### config.mk
export PLATFORM = sky130hd
export DESIGN_NAME = uart_tx
export DESIGN_NICKNAME = d
export VERILOG_FILES = /design/src/rtl/uart_pkg.sv /design/src/rtl/uart_baud_tick.sv /design/src/rtl/uart_tx.sv
export SDC_FILE = /design/constraint.sdc
export NUM_CORES = 1
export LEC_CHECK = 0
export BUFFER_PORTS_ARGS = -buffer_cell sky130_fd_sc_hd__buf_2
export CORE_MARGIN = 2
export CORE_UTILIZATION = 57
export DETAILED_ROUTE_END_ITERATION = 6
export PLACE_DENSITY = 0.79
export SLEW_MARGIN = 15
export SYNTH_ARGS = -nofsm -noshare
export SYNTH_HDL_FRONTEND = slang
export SYNTH_HIERARCHICAL = 1
export SYNTH_SLANG_ARGS = --single-unit
### constraint.sdc
create_clock -name clk -period 3 [get_ports clk]
set_input_delay 0.3 -clock clk [delete_from_list [all_inputs] [get_ports clk]]
set_output_delay 0.3 -clock clk [all_outputs]
set_load 0.05 [all_outputs]
### src/rtl/uart_pkg.sv
// Shared definitions for the UART transmitter and the 3x-oversampling receiver:
// frame state encoding, data width, and the baud divider / phase geometry.
package uart_pkg;

    // Data bits per frame; the link is always 8-bit.
    localparam int DW      = 8;

    // Divider width: bit period = PHASE_N * (SmplCLKP + 1) clk cycles.
    localparam int DIV_W   = 7;

    // Phases per bit. This matches the receiver's 3x oversampling.
    localparam int PHASE_N = 3;
    localparam int PHASE_W = 2;

    // Frame states, common to both ends of the link.
    typedef enum logic [2:0] {
        IDLE   = 3'd0,
        START  = 3'd1,
        DATA   = 3'd2,
        PARITY = 3'd3,
        STOP   = 3'd4
    } uart_state_e;

    // Parity bit that makes the receiver's check pass.
    // Odd parity gives an odd total count of ones over data plus parity.
    function automatic logic parity_bit(input logic [DW-1:0] data, input logic odd);
        return odd ? ~^data : ^data;
    endfunction

endpackage

### src/rtl/uart_baud_tick.sv
// Baud tick generator: a divider running 0..SmplCLKP and a phase counter
// running 0..PHASE_N-1. tick marks the last clk of each bit period.
// clr holds both counters at zero, so the bit that follows clr has a full length.
// The receiver's sampler reuses this block.
module uart_baud_tick
    import uart_pkg::*;
(
    input  logic             clk,
    input  logic             rst,
    input  logic             clr,
    input  logic [DIV_W-1:0] SmplCLKP,
    output logic             tick
);

    localparam logic [PHASE_W-1:0] PHASE_LAST = PHASE_W'(PHASE_N - 1);

    logic [DIV_W-1:0]   cnt;
    logic [PHASE_W-1:0] phase;
    logic               cnt_wrap;

    // The divider compares for equality and never runs past SmplCLKP.
    // This keeps SmplCLKP=127 inside 7 bits.
    assign cnt_wrap = (cnt == SmplCLKP);
    assign tick     = cnt_wrap && (phase == PHASE_LAST);

    // Divider and phase counters. The phase counter advances each time the divider wraps.
    always_ff @(posedge clk) begin
        // NOTE: state registers use non-blocking assignments. Every register then
        // updates from the values present before the edge, whatever the statement order.
        if (rst || clr) begin
            cnt   <= '0;
            phase <= '0;
        end else if (cnt_wrap) begin
            cnt   <= '0;
            phase <= (phase == PHASE_LAST) ? '0 : phase + 1'b1;
        end else begin
            cnt   <= cnt + 1'b1;
        end
    end

endmodule

### src/rtl/uart_tx.sv
// UART transmitter: accepts one byte per din_vld/tx_rdy handshake and sends
// start bit, 8 data bits LSB first, an optional parity bit and the stop bit(s).
// The divider and parity controls are encoded as in the 3x-oversampling receiver.
// Configuration macro: UART_TX_TWO_STOP_EN. When it is defined, the stop state
// lasts two bit periods. When it is undefined, there is one stop bit.
module uart_tx
    import uart_pkg::*;
#(
    parameter int DW = uart_pkg::DW
)(
    input  logic             clk,
    input  logic             rst,
    input  logic             sel_check,
    input  logic             parity_check,
    input  logic [DIV_W-1:0] SmplCLKP,
    input  logic [DW-1:0]    din,
    input  logic             din_vld,
    output logic             tx_rdy,
    output logic             tx_done,
    output logic             Tx
);

    uart_state_e      state;
    logic [DW-1:0]    data_q;
    logic             par_en_q;
    logic             par_odd_q;
    logic [DIV_W-1:0] div_q;
    logic [2:0]       bit_idx;
    logic             tick;
    logic             accept;
    logic             baud_clr;
`ifdef UART_TX_TWO_STOP_EN
    logic             stop_second;
`endif

    // tx_rdy is registered and is high only in IDLE, so this is the handshake.
    assign accept   = din_vld && tx_rdy;

    // The divider is held cleared in IDLE. Counting therefore starts from zero
    // at the accept edge, and the start bit has a full period.
    assign baud_clr = (state == IDLE);

    uart_baud_tick u_baud_tick (
        .clk      (clk),
        .rst      (rst),
        .clr      (baud_clr),
        .SmplCLKP (div_q),
        .tick     (tick)
    );

    // Frame FSM. Tx, tx_rdy and tx_done are all registered here.
    always_ff @(posedge clk) begin
        if (rst) begin
            state     <= IDLE;
            Tx        <= 1'b1;
            tx_rdy    <= 1'b1;
            tx_done   <= 1'b0;
            data_q    <= '0;
            par_en_q  <= 1'b0;
            par_odd_q <= 1'b0;
            div_q     <= '0;
            bit_idx   <= '0;
`ifdef UART_TX_TWO_STOP_EN
            stop_second <= 1'b0;
`endif
        end else begin
            // tx_done defaults low. The stop tick below is the only place that sets it,
            // so it lasts exactly one clk.
            tx_done <= 1'b0;

            case (state)
                IDLE: begin
                    Tx <= 1'b1;
                    if (accept) begin
                        // The frame configuration is captured here. Later changes on the
                        // inputs do not affect the frame in progress.
                        data_q    <= din;
                        par_en_q  <= sel_check;
                        par_odd_q <= parity_check;
                        div_q     <= SmplCLKP;
                        bit_idx   <= '0;
                        Tx        <= 1'b0;
                        tx_rdy    <= 1'b0;
                        state     <= START;
                    end
                end

                START: begin
                    if (tick) begin
                        Tx    <= data_q[0];
                        state <= DATA;
                    end
                end

                DATA: begin
                    if (tick) begin
                        if (bit_idx == 3'd7) begin
                            if (par_en_q) begin
                                Tx    <= parity_bit(data_q, par_odd_q);
                                state <= PARITY;
                            end else begin
                                Tx    <= 1'b1;
                                state <= STOP;
                            end
                        end else begin
                            bit_idx <= bit_idx + 3'd1;
                            Tx      <= data_q[bit_idx + 3'd1];
                        end
                    end
                end

                PARITY: begin
                    if (tick) begin
                        Tx    <= 1'b1;
                        state <= STOP;
                    end
                end

                STOP: begin
                    if (tick) begin
`ifdef UART_TX_TWO_STOP_EN
                        if (!stop_second) begin
                            stop_second <= 1'b1;
                        end else begin
                            stop_second <= 1'b0;
                            tx_done     <= 1'b1;
                            tx_rdy      <= 1'b1;
                            state       <= IDLE;
                        end
`else
                        tx_done <= 1'b1;
                        tx_rdy  <= 1'b1;
                        state   <= IDLE;
`endif
                    end
                end

                default: begin
                    Tx     <= 1'b1;
                    tx_rdy <= 1'b1;
                    state  <= IDLE;
                end
            endcase
        end
    end

endmodule

# After elaboration in Yosys (flattened, before gate mapping)
# Cells that the tools add are included.
# op_classes
n_eq_ne	14
mux	26
bitwise	2
reduce_logical	15
order_cmp	1
addsub	3
# op_table
op	n
3-bit two-way mux	10
3-bit one-hot mux with 5 select lines	1
2-bit != test (second input constant)	7
1-bit two-way mux	10
4-bit AND reduction	2
8-bit XNOR reduction	1
8-bit XOR reduction	1
7-bit by 1-bit adder with 7-bit output (second input constant)	1
7-bit equality test	1
3-bit by 2-bit equality test with 1-bit output (second input constant)	2
3-bit equality test (second input constant)	2
3-bit one-hot mux with 2 select lines	1
6-bit AND reduction	1
1-bit one-hot mux with 5 select lines	1
3-bit by 4-bit < comparator with 1-bit output (second input constant)	1
2-bit OR reduction	2
3-bit by 1-bit adder with 3-bit output (second input constant)	1
1-bit binary-select mux with 3-bit select	1
3-bit by 1-bit equality test with 1-bit output (second input constant)	1
3-bit zero test	1
1-bit one-hot mux with 3 select lines	1
3-bit AND reduction	1
3-bit OR reduction	1
2-bit by 1-bit adder with 2-bit output (second input constant)	1
7 further kinds	9
# word_totals
reg_bits	35
output_inout_bits	3
elab_cells	72

# Depth between registers and ports, before layout
# Gate-level depths: netlist of run 1.
# logic_depth
word_depth	6
mapped_depth	8
depth_no_buf	7

# By module
# Netlist of run 1, hierarchy kept.
# modules_own_cells
module	cells_per_inst	area_each_um2	seq_area_each_um2	instances
uart_tx	139	1363.8	520.5	1
uart_baud_tick	46	452.9	180.2	1

# Worst setup path before layout of run 1
# OpenSTA, ideal clock, no wires.
# synth_path
path_type	register -> register
from	register u_baud_tick.cnt[2]
to	register bit_idx[0]
n_path_buf	1
t_arrival_ps	2079
stages_incl_launch_ff	9
setup_ps	70
path_slack_ps	851
path_cell_list	dfxtp_1 -> xnor2_1 -> nand4_2 -> nor4b_1 -> buf_4 -> nand3b_1 -> a211o_1 -> or3b_1 -> a21oi_1
# synth_between
elab_chain_len	4
# synth_lines
element	line_no	text
from (decl)	uart_baud_tick.sv:17	logic [DIV_W-1:0] cnt;
from (signal assigned)	uart_baud_tick.sv:37	cnt <= cnt + 1'b1;
7-bit equality test	uart_baud_tick.sv:23	assign cnt_wrap = (cnt == SmplCLKP);
1-bit logical AND	uart_baud_tick.sv:24	assign tick = cnt_wrap && (phase == PHASE_LAST);
net tick	uart_tx.sv:29	logic tick;
2-bit != test (no line)	--	
4-bit AND reduction (no line)	--	
to (signal assigned)	uart_tx.sv:106	bit_idx <= bit_idx + 3'd1;
to (decl)	uart_tx.sv:28	logic [2:0] bit_idx;
# The timed path passes the listed nets, and every way through them passes these cells.
# A chain may end at the register's enable or synchronous reset.

# Final worst setup path of run 1
# layout_path
from	register u_baud_tick.cnt[0]
to	register bit_idx[0]
# Same word-level chain as after synthesis.

==> impl_metrics.ini, run 1 <==
[run_status]
outcome = completed

[run]
max_cap_viol_count = 0

[synth]
yosysMostFrequentCell = dfxtp_1
synth-main-ff-cell = dfxtp_1
synth_top_area_share_pct = 38.57
synth_top_family_by_area = simple AND/OR/NAND/NOR gates
synth_edf_count = 0
async_flop_share_pct = 0
syn_area_um2 = 1817
synth-seq-area-share_pct = 38.57
synth-seq-cells = 35
synth_area_leaders = dfxtp_1, mux2i_1, nor2_1
synthesis.nets = 208
syn_inst = 185
yosysWarnings = 6
synth_fa_ha_area_share_pct = 2.066
synth-compound-area-share_pct = 11.16
yosys-top-cells-count = dfxtp_1, nor2_1, mux2i_1, nand2_1, xnor2_1
ys_types = 54
yosysTopAreaCell = dfxtp_1
synthMuxAreaShare_pct = 13.64
synth_area_per_cell_um2 = 9.820
synth-simple-area-share_pct = 19.77
synth_xor_area_share_pct = 10.61

[final_layout]
syn_to_final_growth_pct = 9.504
stdcell_count = 252
nFillCells = 248
register_area_um2 = 700.7
diodes = 0
nets = 230
multi_input_area_um2 = 1040
drive_gt1_share_pct = 21.15

[global_route]
grt_pass1_vias = 1362
grt_util_met1_pct = 23.51
grt.total_usage_pct = 20.86
antenna_found_initial = 0
grt_max_degree = 26
grt_pass1_wl_um = 5616
met2_usage_pct = 36.80
overflow = 0
grt.met3_usage_pct = 7.036
top_usage_layer = met2

[detailed_routing]
antenna_left = 0
vias = 1333
drc = 0
drt-total-wl_um = 3219
avgRoutedWirePerCell_um = 12.77
drtPass1Iterations = 4
vias_per_cell = 5.290
drtIter0Drc = 18

[placement]
hpwlAfterDp_um = 2415
gp_congestion = 0.8534
place_ws_ps = 738.8
placed_cells = 244
port_buffers = 22

[setup_path]
cp.arrival_ps = 2570
crit_path_start_kind = flip-flop
critPathKind = flip-flop to flip-flop
endpoint_kind = flip-flop
critPathTopFamily = simple AND/OR/NAND/NOR gates
required_ps = 3280
path_max_fanout = 11
cp_slowest_stage_delay_ps = 460
critical_path_buf_inv_count = 1
crit_slowest_cell = dfxtp_1
path_cells = xnor2_2 -> nand4_2 -> nor4b_1 -> buf_4 -> nand3b_1 -> a211o_1 -> or3b_1 -> a21oi_1

[pwr]
pwr-share-comb_pct = 39.7
vdd_ir_drop_max_mv = 0.4805
seqPwrFrac_pct = 43.9
switching_share_pct = 38.09
p_int_uw = 949.1
power_uw = 1533
net-switching-power_uw = 583.8
clockPowerShare_pct = 16.4
p_leak_uw = 0.0007883
p_per_area_nw_per_um2 = 770.6

[sta]
setup_violations = 0
finalCriticalPeriod_ps = 2293
hold_violations = 0
fmax_mhz = 436.1
slew_headroom_pct = 64.50
slew_violations = 0
postLayoutSetupSlackWorst_ps = 707.0
rsz0062_at_grt = no
clock_skew_ps = 8.214
fin_crit_sh_pct = 76.43
worst_slew_pin_slew_ps = 528.9
tns_ps = 0

[clock_tree]
cts_setup_buffers = 0
clk_latency_ps = 350
cts.sinks = 35
clockRootBuffer = clkbuf_4
path_clk_slew_ps = 110
ctsResizeCount = 0
cts_made_buffers = 5
clock_path_buffers = 2
cts_hold_buffers = 0
htreeDepth = 2
cts_tree = done

[floorplan]
die_area_um2 = 3655
fp.coreArea_um2 = 3053
rows = 20
num_io_pins = 23
start_util_pct = 59.51
die_h_um = 60.46
dieWidth_um = 60.46

[worst_hold_path]
hp-class = input port to flip-flop
cell usage in the layout (no fill, tap or decap), types with 5 or more instances in the layout:
cell type and n:
a21oi_1 6, xor2_1 5, nand3_1 5, mux2i_1 18
nand2_1 9, buf_2 22, dfxtp_1 35, nor2_1 29
xnor2_1 8, clkbuf_4 5
worst register-to-register path: stages (launching register included):
cell      delay, ps
dfxtp_1         460
xnor2_2         150
nand4_2         180
nor4b_1         280
buf_4           220
nand3b_1         90
a211o_1         360
or3b_1          370
a21oi_1         120
final timing paths:
check | from | end | slack [ps] | cells after the start
worst max-delay path | u_baud_tick/cnt[0]$_SDFF_PP0_ | bit_idx[0]$_SDFFE_PP0P_ | 710 | 8
worst min-delay path | SmplCLKP[5] | div_q[5]$_SDFFE_PP0P_ | 180 | 3
worst max register to register | u_baud_tick/cnt[0]$_SDFF_PP0_ | bit_idx[0]$_SDFFE_PP0P_ | 710 | 8
worst min register to register | bit_idx[2]$_SDFFE_PP0P_ | bit_idx[2]$_SDFFE_PP0P_ | 490 | 2
registers in the layout, indices dropped and copies added, names as in the netlist:
signal	count
Tx	1
bit_idx	3
data_q	8
div_q	7
par_en_q	1
par_odd_q	1
state	3
tx_done	1
tx_rdy	1
u_baud_tick/cnt	7
u_baud_tick/phase	2
logic make-up after synthesis:
logic type	after synthesis
AO/OA/AOI/OAI	28
multiplexers	23
XOR/XNOR	17
adder cells (fa/ha/maj)	3
buffers and inverters	12
flip-flops	35
AND/OR/NAND/NOR	67
through the flow:
stage	hold slack, ps	area [µm²]	utilization, %
floorplan	369.1	1817	-
global placement	448.9	1932	63.28
detailed placement	484.2	1932	63.28
CTS	164.3	1989	65.16
global route	184.5	1989	65.16
finish	181.2	1989	65.16
power by group through the flow:
| stage | Sequential [µW] | Clock (µW) | Combinational [µW] |
|---|---|---|---|
| 2_1_floorplan | 652 | 0 | 560 |
| 3_3_place_gp | 676 | 0 | 588 |
| 3_5_place_dp | 683 | 0 | 609 |
| 4_1_cts | 672 | 268 | 612 |
| 5_1_grt | 689 | 280 | 675 |
| 6_report | 673 | 251 | 609 |
area by class of cell:
| class | count | area share [%] |
|---|---|---|
| Tap cell | 44 | 2.767 |
| Sequential cell | 35 | 35.22 |
| Timing Repair Buffer | 24 | 6.289 |
| Clock inverter | 3 | 1.006 |
| Clock buffer | 5 | 1.887 |
| Inverter | 3 | 0.5660 |
| Multi-Input combinational cell | 138 | 52.26 |
routing by layer:
| layer | wire [µm] | vias to the layer above |
|---|---|---|
| met5 | 0 | - |
| met4 | 46 | 0 |
| met3 | 97 | 6 |
| met2 | 1680 | 16 |
| met1 | 1395 | 618 |
| li1 | - | 693 |
No activity file was read; power rests on OpenSTA's default activity.
==> run 2, diff against run 1 <==
--- a/config.mk
+++ b/config.mk
@@ -7,9 +7,9 @@
 export LEC_CHECK = 0
 export BUFFER_PORTS_ARGS = -buffer_cell sky130_fd_sc_hd__buf_2
 export CORE_MARGIN = 2
-export CORE_UTILIZATION = 57
+export CORE_UTILIZATION = 51
 export DETAILED_ROUTE_END_ITERATION = 6
-export PLACE_DENSITY = 0.79
+export PLACE_DENSITY = 0.74
 export SLEW_MARGIN = 15
 export SYNTH_ARGS = -nofsm -noshare
 export SYNTH_HDL_FRONTEND = slang
==> constraint.sdc (replaced) <==
create_clock -name clk -period 1.9 [get_ports clk]
set_input_delay 0.19 -clock clk [delete_from_list [all_inputs] [get_ports clk]]
set_output_delay 0.19 -clock clk [all_outputs]
set_load 0.05 [all_outputs]
==> impl_metrics.ini, run 2 (same netlist as run 1, synthesis figures left out) <==
[sta]
setup_violations = 5
clock_skew_ps = 13.27
postLayoutSetupSlackWorst_ps = -116.4
fin_crit_sh_pct = 106.1
hold_violations = 0
rsz0062_at_grt = yes
finalCriticalPeriod_ps = 2016
worst_slew_pin_slew_ps = 543.5
hold_slack_ps = 63.96
tns_ps = -403.7
slew_headroom_pct = 63.72
fmax_mhz = 495.9
slew_violations = 0

[detailed_routing]
antenna_left = 0
avgRoutedWirePerCell_um = 13.93
drtPass1Iterations = 4
vias = 1428
vias_per_cell = 5.328
drc = 0
drt-total-wl_um = 3732
drtIter0Drc = 43

[pwr]
p_leak_uw = 0.0008940
pwr-share-comb_pct = 42.1
switching_share_pct = 36.31
clockPowerShare_pct = 19.4
vdd_ir_drop_max_mv = 0.8146
seqPwrFrac_pct = 38.5
p_per_area_nw_per_um2 = 1255
net-switching-power_uw = 1022
p_int_uw = 1792

[setup_path]
r2r-end = bit_idx[0]$_SDFFE_PP0P_
crit_path_start_kind = flip-flop
cp.arrival_ps = 2310
path_max_fanout = 2
endpoint_kind = flip-flop
r2r_slack_ps = -120
critPathLaunch = u_baud_tick/cnt[5]$_SDFF_PP0_
critPathKind = flip-flop to flip-flop
reg2reg_depth = 7
cp_slowest_stage_delay_ps = 390
r2r-start = u_baud_tick/cnt[5]$_SDFF_PP0_
crit_end = bit_idx[0]$_SDFFE_PP0P_
critical_path_buf_inv_count = 0
critPathTopFamily = simple AND/OR/NAND/NOR gates
cp.depth = 7
crit_slowest_cell = or3b_1
path_cells = xnor2_1 -> nand3_2 -> nor4b_4 -> nand3b_1 -> a211o_1 -> or3b_1 -> a21oi_2
required_ps = 2190

[global_route]
grt.total_usage_pct = 20.41
grt_pass1_vias = 1494
antenna_found_initial = 0
overflow = 0
grt_max_degree = 18
grt_pass1_wl_um = 6479

[clock_tree]
htreeDepth = 2
path_clk_slew_ps = 120
clk_latency_ps = 360
cts_tree = done
cts.sinks = 35
clock_path_buffers = 2
cts_made_buffers = 5
clockRootBuffer = clkbuf_4
cts_hold_buffers = 0

[run_status]
outcome = complete, but fails checks
violations = setup timing

[final_layout]
regMostFlops = data_q
drive_gt1_share_pct = 35.59
syn_to_final_growth_pct = 23.48
reg_top3 = data_q: 8 flops, div_q: 7 flops, u_baud_tick/cnt: 7 flops
utilization_pct = 66.19
nets = 244
largest_reg_flops = 8
diodes = 0
mostFrequentLayoutCell = nor2_1
final_cell_mix = nor2_1, dfxtp_1, buf_2

[placement]
port_buffers = 22
place_ws_ps = -142.6
gp_congestion = 0.8234
hpwlAfterDp_um = 2642

[run]
max_cap_viol_count = 0

[floorplan]
fp.coreArea_um2 = 3390
die_area_um2 = 4056
num_io_pins = 23
start_util_pct = 53.60
rows = 21
dieWidth_um = 63.69
die_h_um = 63.69

[worst_hold_path]
hp-class = input port to flip-flop
==> run 2: cell types whose count changed in the layout (fill, tap and decap cells not counted), sizes merged <==
cell / previous run / this run
buf: 24 / 38
clkinvlp: 2 / 0
bufinv: 0 / 1
clkinv: 1 / 2
==> run 2: power groups by stage <==
| stage | clock network, µW | registers [µW] | logic (µW) |
|---|---|---|---|
| final | 546 | 1080 | 1190 |
| after global routing | 587 | 1110 | 1290 |
| after CTS | 562 | 1080 | 1190 |
| after detailed placement | 0 | 1080 | 1120 |
| after global placement | 0 | 1070 | 1070 |
| after floorplan | 0 | 1040 | 896 |
==> run 2: worst register-to-register path, stage by stage, from the launching register on <==
cell and delay, ps:
dfxtp_1 340, xnor2_1 190, nand3_2 130, nor4b_4 310
nand3b_1 120, a211o_1 340, or3b_1 390, a21oi_2 130
==> run 2: metrics by stage <==
step           area [µm²]  power, µW  std cells
3_3_place_gp         2082       2145        258
5_1_grt              2243       2987        268
4_1_cts              2240       2830        268
2_1_floorplan        1862       1938        185
3_5_place_dp         2082       2201        258
6_report             2243       2814        268
==> run 2: worst min path at each step <==
stage	slack, ps	from	endpoint	depth (start not counted)
floorplan	260	rst	bit_idx[0]$_SDFFE_PP0P_	1
global placement	420	din[4]	data_q[4]$_SDFFE_PP0P_	3
detailed placement	440	SmplCLKP[6]	div_q[6]$_SDFFE_PP0P_	3
CTS	50	SmplCLKP[6]	div_q[6]$_SDFFE_PP0P_	3
global route	70	SmplCLKP[1]	div_q[1]$_SDFFE_PP0P_	3
finish	60	SmplCLKP[1]	div_q[1]$_SDFFE_PP0P_	3
==> run 2: cell type report <==
class | instances | area [µm²]
Clock buffer | 5 | 37.54
Clock inverter | 3 | 43.79
Fill cell | 269 | 1146
Inverter | 3 | 11.26
Multi-Input combinational cell | 138 | 1129
Sequential cell | 35 | 718.2
Tap cell | 46 | 57.56
Timing Repair Buffer | 38 | 246.5
==> run 2: layer usage <==
layer	global-route usage, %	vias up	wire (µm)
li1	-	721	-
met1	23.70	662	1594
met2	34.87	35	1881
met3	5.714	10	171
met4	8.967	0	85
met5	0	-	0
==> run 2: what timing repair did <==
item | in CTS | in global routing
endpoints found under the setup margin | 5 | 5
gates resized for setup | 16 | 1
setup buffers | 2 | 0
hold endpoints to repair | 0 | 0
pin swaps | 13 | 2
==> run 3, diff against run 2 <==
--- a/config.mk
+++ b/config.mk
@@ -9,6 +9,7 @@
 export CORE_MARGIN = 2
 export CORE_UTILIZATION = 51
 export DETAILED_ROUTE_END_ITERATION = 6
+export GPL_TIMING_DRIVEN = 0
 export PLACE_DENSITY = 0.74
 export SLEW_MARGIN = 15
 export SYNTH_ARGS = -nofsm -noshare
==> impl_metrics.ini, run 3 (same netlist as run 1, synthesis figures left out) <==
[placement]
hpwlAfterDp_um = 2736
postPlaceCellArea_um2 = 2029
port_buffers = 22
place_ws_ps = -348.2
placed_cells = 253
gp_congestion = 0.7934

[final_layout]
regMostFlops = data_q
drive_gt1_share_pct = 36.28
utilization_pct = 68.11
largest_reg_flops = 8
stdcell_count = 272
reg_top3 = data_q: 8 flops, div_q: 7 flops, u_baud_tick/cnt: 7 flops
final_area_um2 = 2308
syn_to_final_growth_pct = 27.07
nets = 249
mostFrequentLayoutCell = nor2_1
final_cell_mix = nor2_1, buf_2, dfxtp_1
nFillCells = 259
diodes = 0

[sta]
slew_violations = 0
clock_skew_ps = 12.10
worst_slew_pin_slew_ps = 460.3
hold_violations = 0
rsz0062_at_grt = yes
postLayoutSetupSlackWorst_ps = -180.8
slew_headroom_pct = 69.11
setup_violations = 6
fmax_mhz = 480.6
fin_crit_sh_pct = 109.5
finalCriticalPeriod_ps = 2081

[setup_path]
required_ps = 2180
reg2reg_depth = 8
path_max_fanout = 4
critPathKind = flip-flop to flip-flop
cp.arrival_ps = 2360
crit_path_start_kind = flip-flop
endpoint_kind = flip-flop

[detailed_routing]
drtPass1Iterations = 4
vias_per_cell = 5.390
drtIter0Drc = 91
vias = 1466
drt-total-wl_um = 3867
avgRoutedWirePerCell_um = 14.22
antenna_left = 0
drc = 0

[pwr]
p_per_area_nw_per_um2 = 1191
p_leak_uw = 0.0009100
power_uw = 2750
vdd_ir_drop_max_mv = 0.6164

[floorplan]
fp.coreArea_um2 = 3390
start_util_pct = 53.60
rows = 21
dieWidth_um = 63.69
die_area_um2 = 4056
die_h_um = 63.69
num_io_pins = 23

[clock_tree]
clockRootBuffer = clkbuf_4
cts.sinks = 35
clock_path_buffers = 2
htreeDepth = 2
cts_tree = done
clk_latency_ps = 330
path_clk_slew_ps = 100
cts_made_buffers = 5

[global_route]
antenna_found_initial = 0
grt_pass1_vias = 1519
grt_max_degree = 11
grt_pass1_wl_um = 6768
grt.total_usage_pct = 21.19
overflow = 0

[run]
max_cap_viol_count = 0

[run_status]
outcome = complete, but fails checks
violations = setup timing

[worst_hold_path]
hp-class = input port to flip-flop
whs_path_depth = 3
-- run 3: changes by cell type in the layout (fill, tap and decap cells not counted), moves of 2 or more --
| cell | change |
|---|---|
| dfxtp_2 | -2 |
| xnor2_4 | +4 |
| buf_4 | -2 |
| buf_6 | +2 |
| dfxtp_4 | +3 |
| xnor2_2 | -5 |
| clkbuf_1 | +4 |
-- run 3: worst paths after layout --
| kind | to | slack (ps) | from |
|---|---|---|---|
| max | bit_idx[0]$_SDFFE_PP0P_ | -180 | u_baud_tick/cnt[2]$_SDFF_PP0_ |
| max reg2reg | bit_idx[0]$_SDFFE_PP0P_ | -180 | u_baud_tick/cnt[2]$_SDFF_PP0_ |
| min | data_q[1]$_SDFFE_PP0P_ | 90 | din[1] |
| min reg2reg | bit_idx[1]$_SDFFE_PP0P_ | 490 | bit_idx[1]$_SDFFE_PP0P_ |
-- run 3: worst max-delay path, cell delays in order (launching register included) --
cell      delay (ps)
dfxtp_4          380
xnor2_4          190
nand4_4          130
nor4b_4          300
buf_4            170
nand3b_1          70
a211o_1          300
or3b_1           370
a21oi_2          110
-- run 3: repair_timing --
| action | 4_1_cts | 5_1_grt |
|---|---|---|
| endpoints found under the setup margin | 6 | 8 |
| resized for setup | 13 | 14 |
| hold buffers | 0 | 0 |
| setup buffers | 10 | 2 |
| pin swaps | 14 | 14 |
-- run 3: routing by layer --
metal / vias up / routed length [µm] / global-route usage (%)
met5: - / 0 / 0
met3: 9 / 123 / 4.821
met1: 693 / 1760 / 24.78
met2: 29 / 1920 / 37.89
li1: 735 / - / -
met4: 0 / 63 / 7.065
-- run 3: power breakdown --
group	switching, µW	internal [µW]	total, µW
registers	162	876	1040
logic	628	670	1300
clock network	243	171	415
-- run 3: through the flow --
step / setup TNS, ps / hold slack [ps]
after floorplan: -203.8 / 259.1
after global placement: -954.3 / 423.8
after detailed placement: -1247 / 433.6
after CTS: -525.7 / 78.76
after global routing: -1094 / 72.78
final: -590.1 / 85.92
-- run 3: area by class of cell --
class,instances,area [µm²],share of cell area [%]
Inverter,3,11.26,0.4878
Sequential cell,35,726.9,31.49
Clock buffer,6,51.30,2.222
Buffer,9,65.06,2.818
Multi-Input combinational cell,138,1187,51.44
Tap cell,46,57.56,2.493
Clock inverter,1,5.005,0.2168
Timing Repair Buffer,34,203.9,8.835
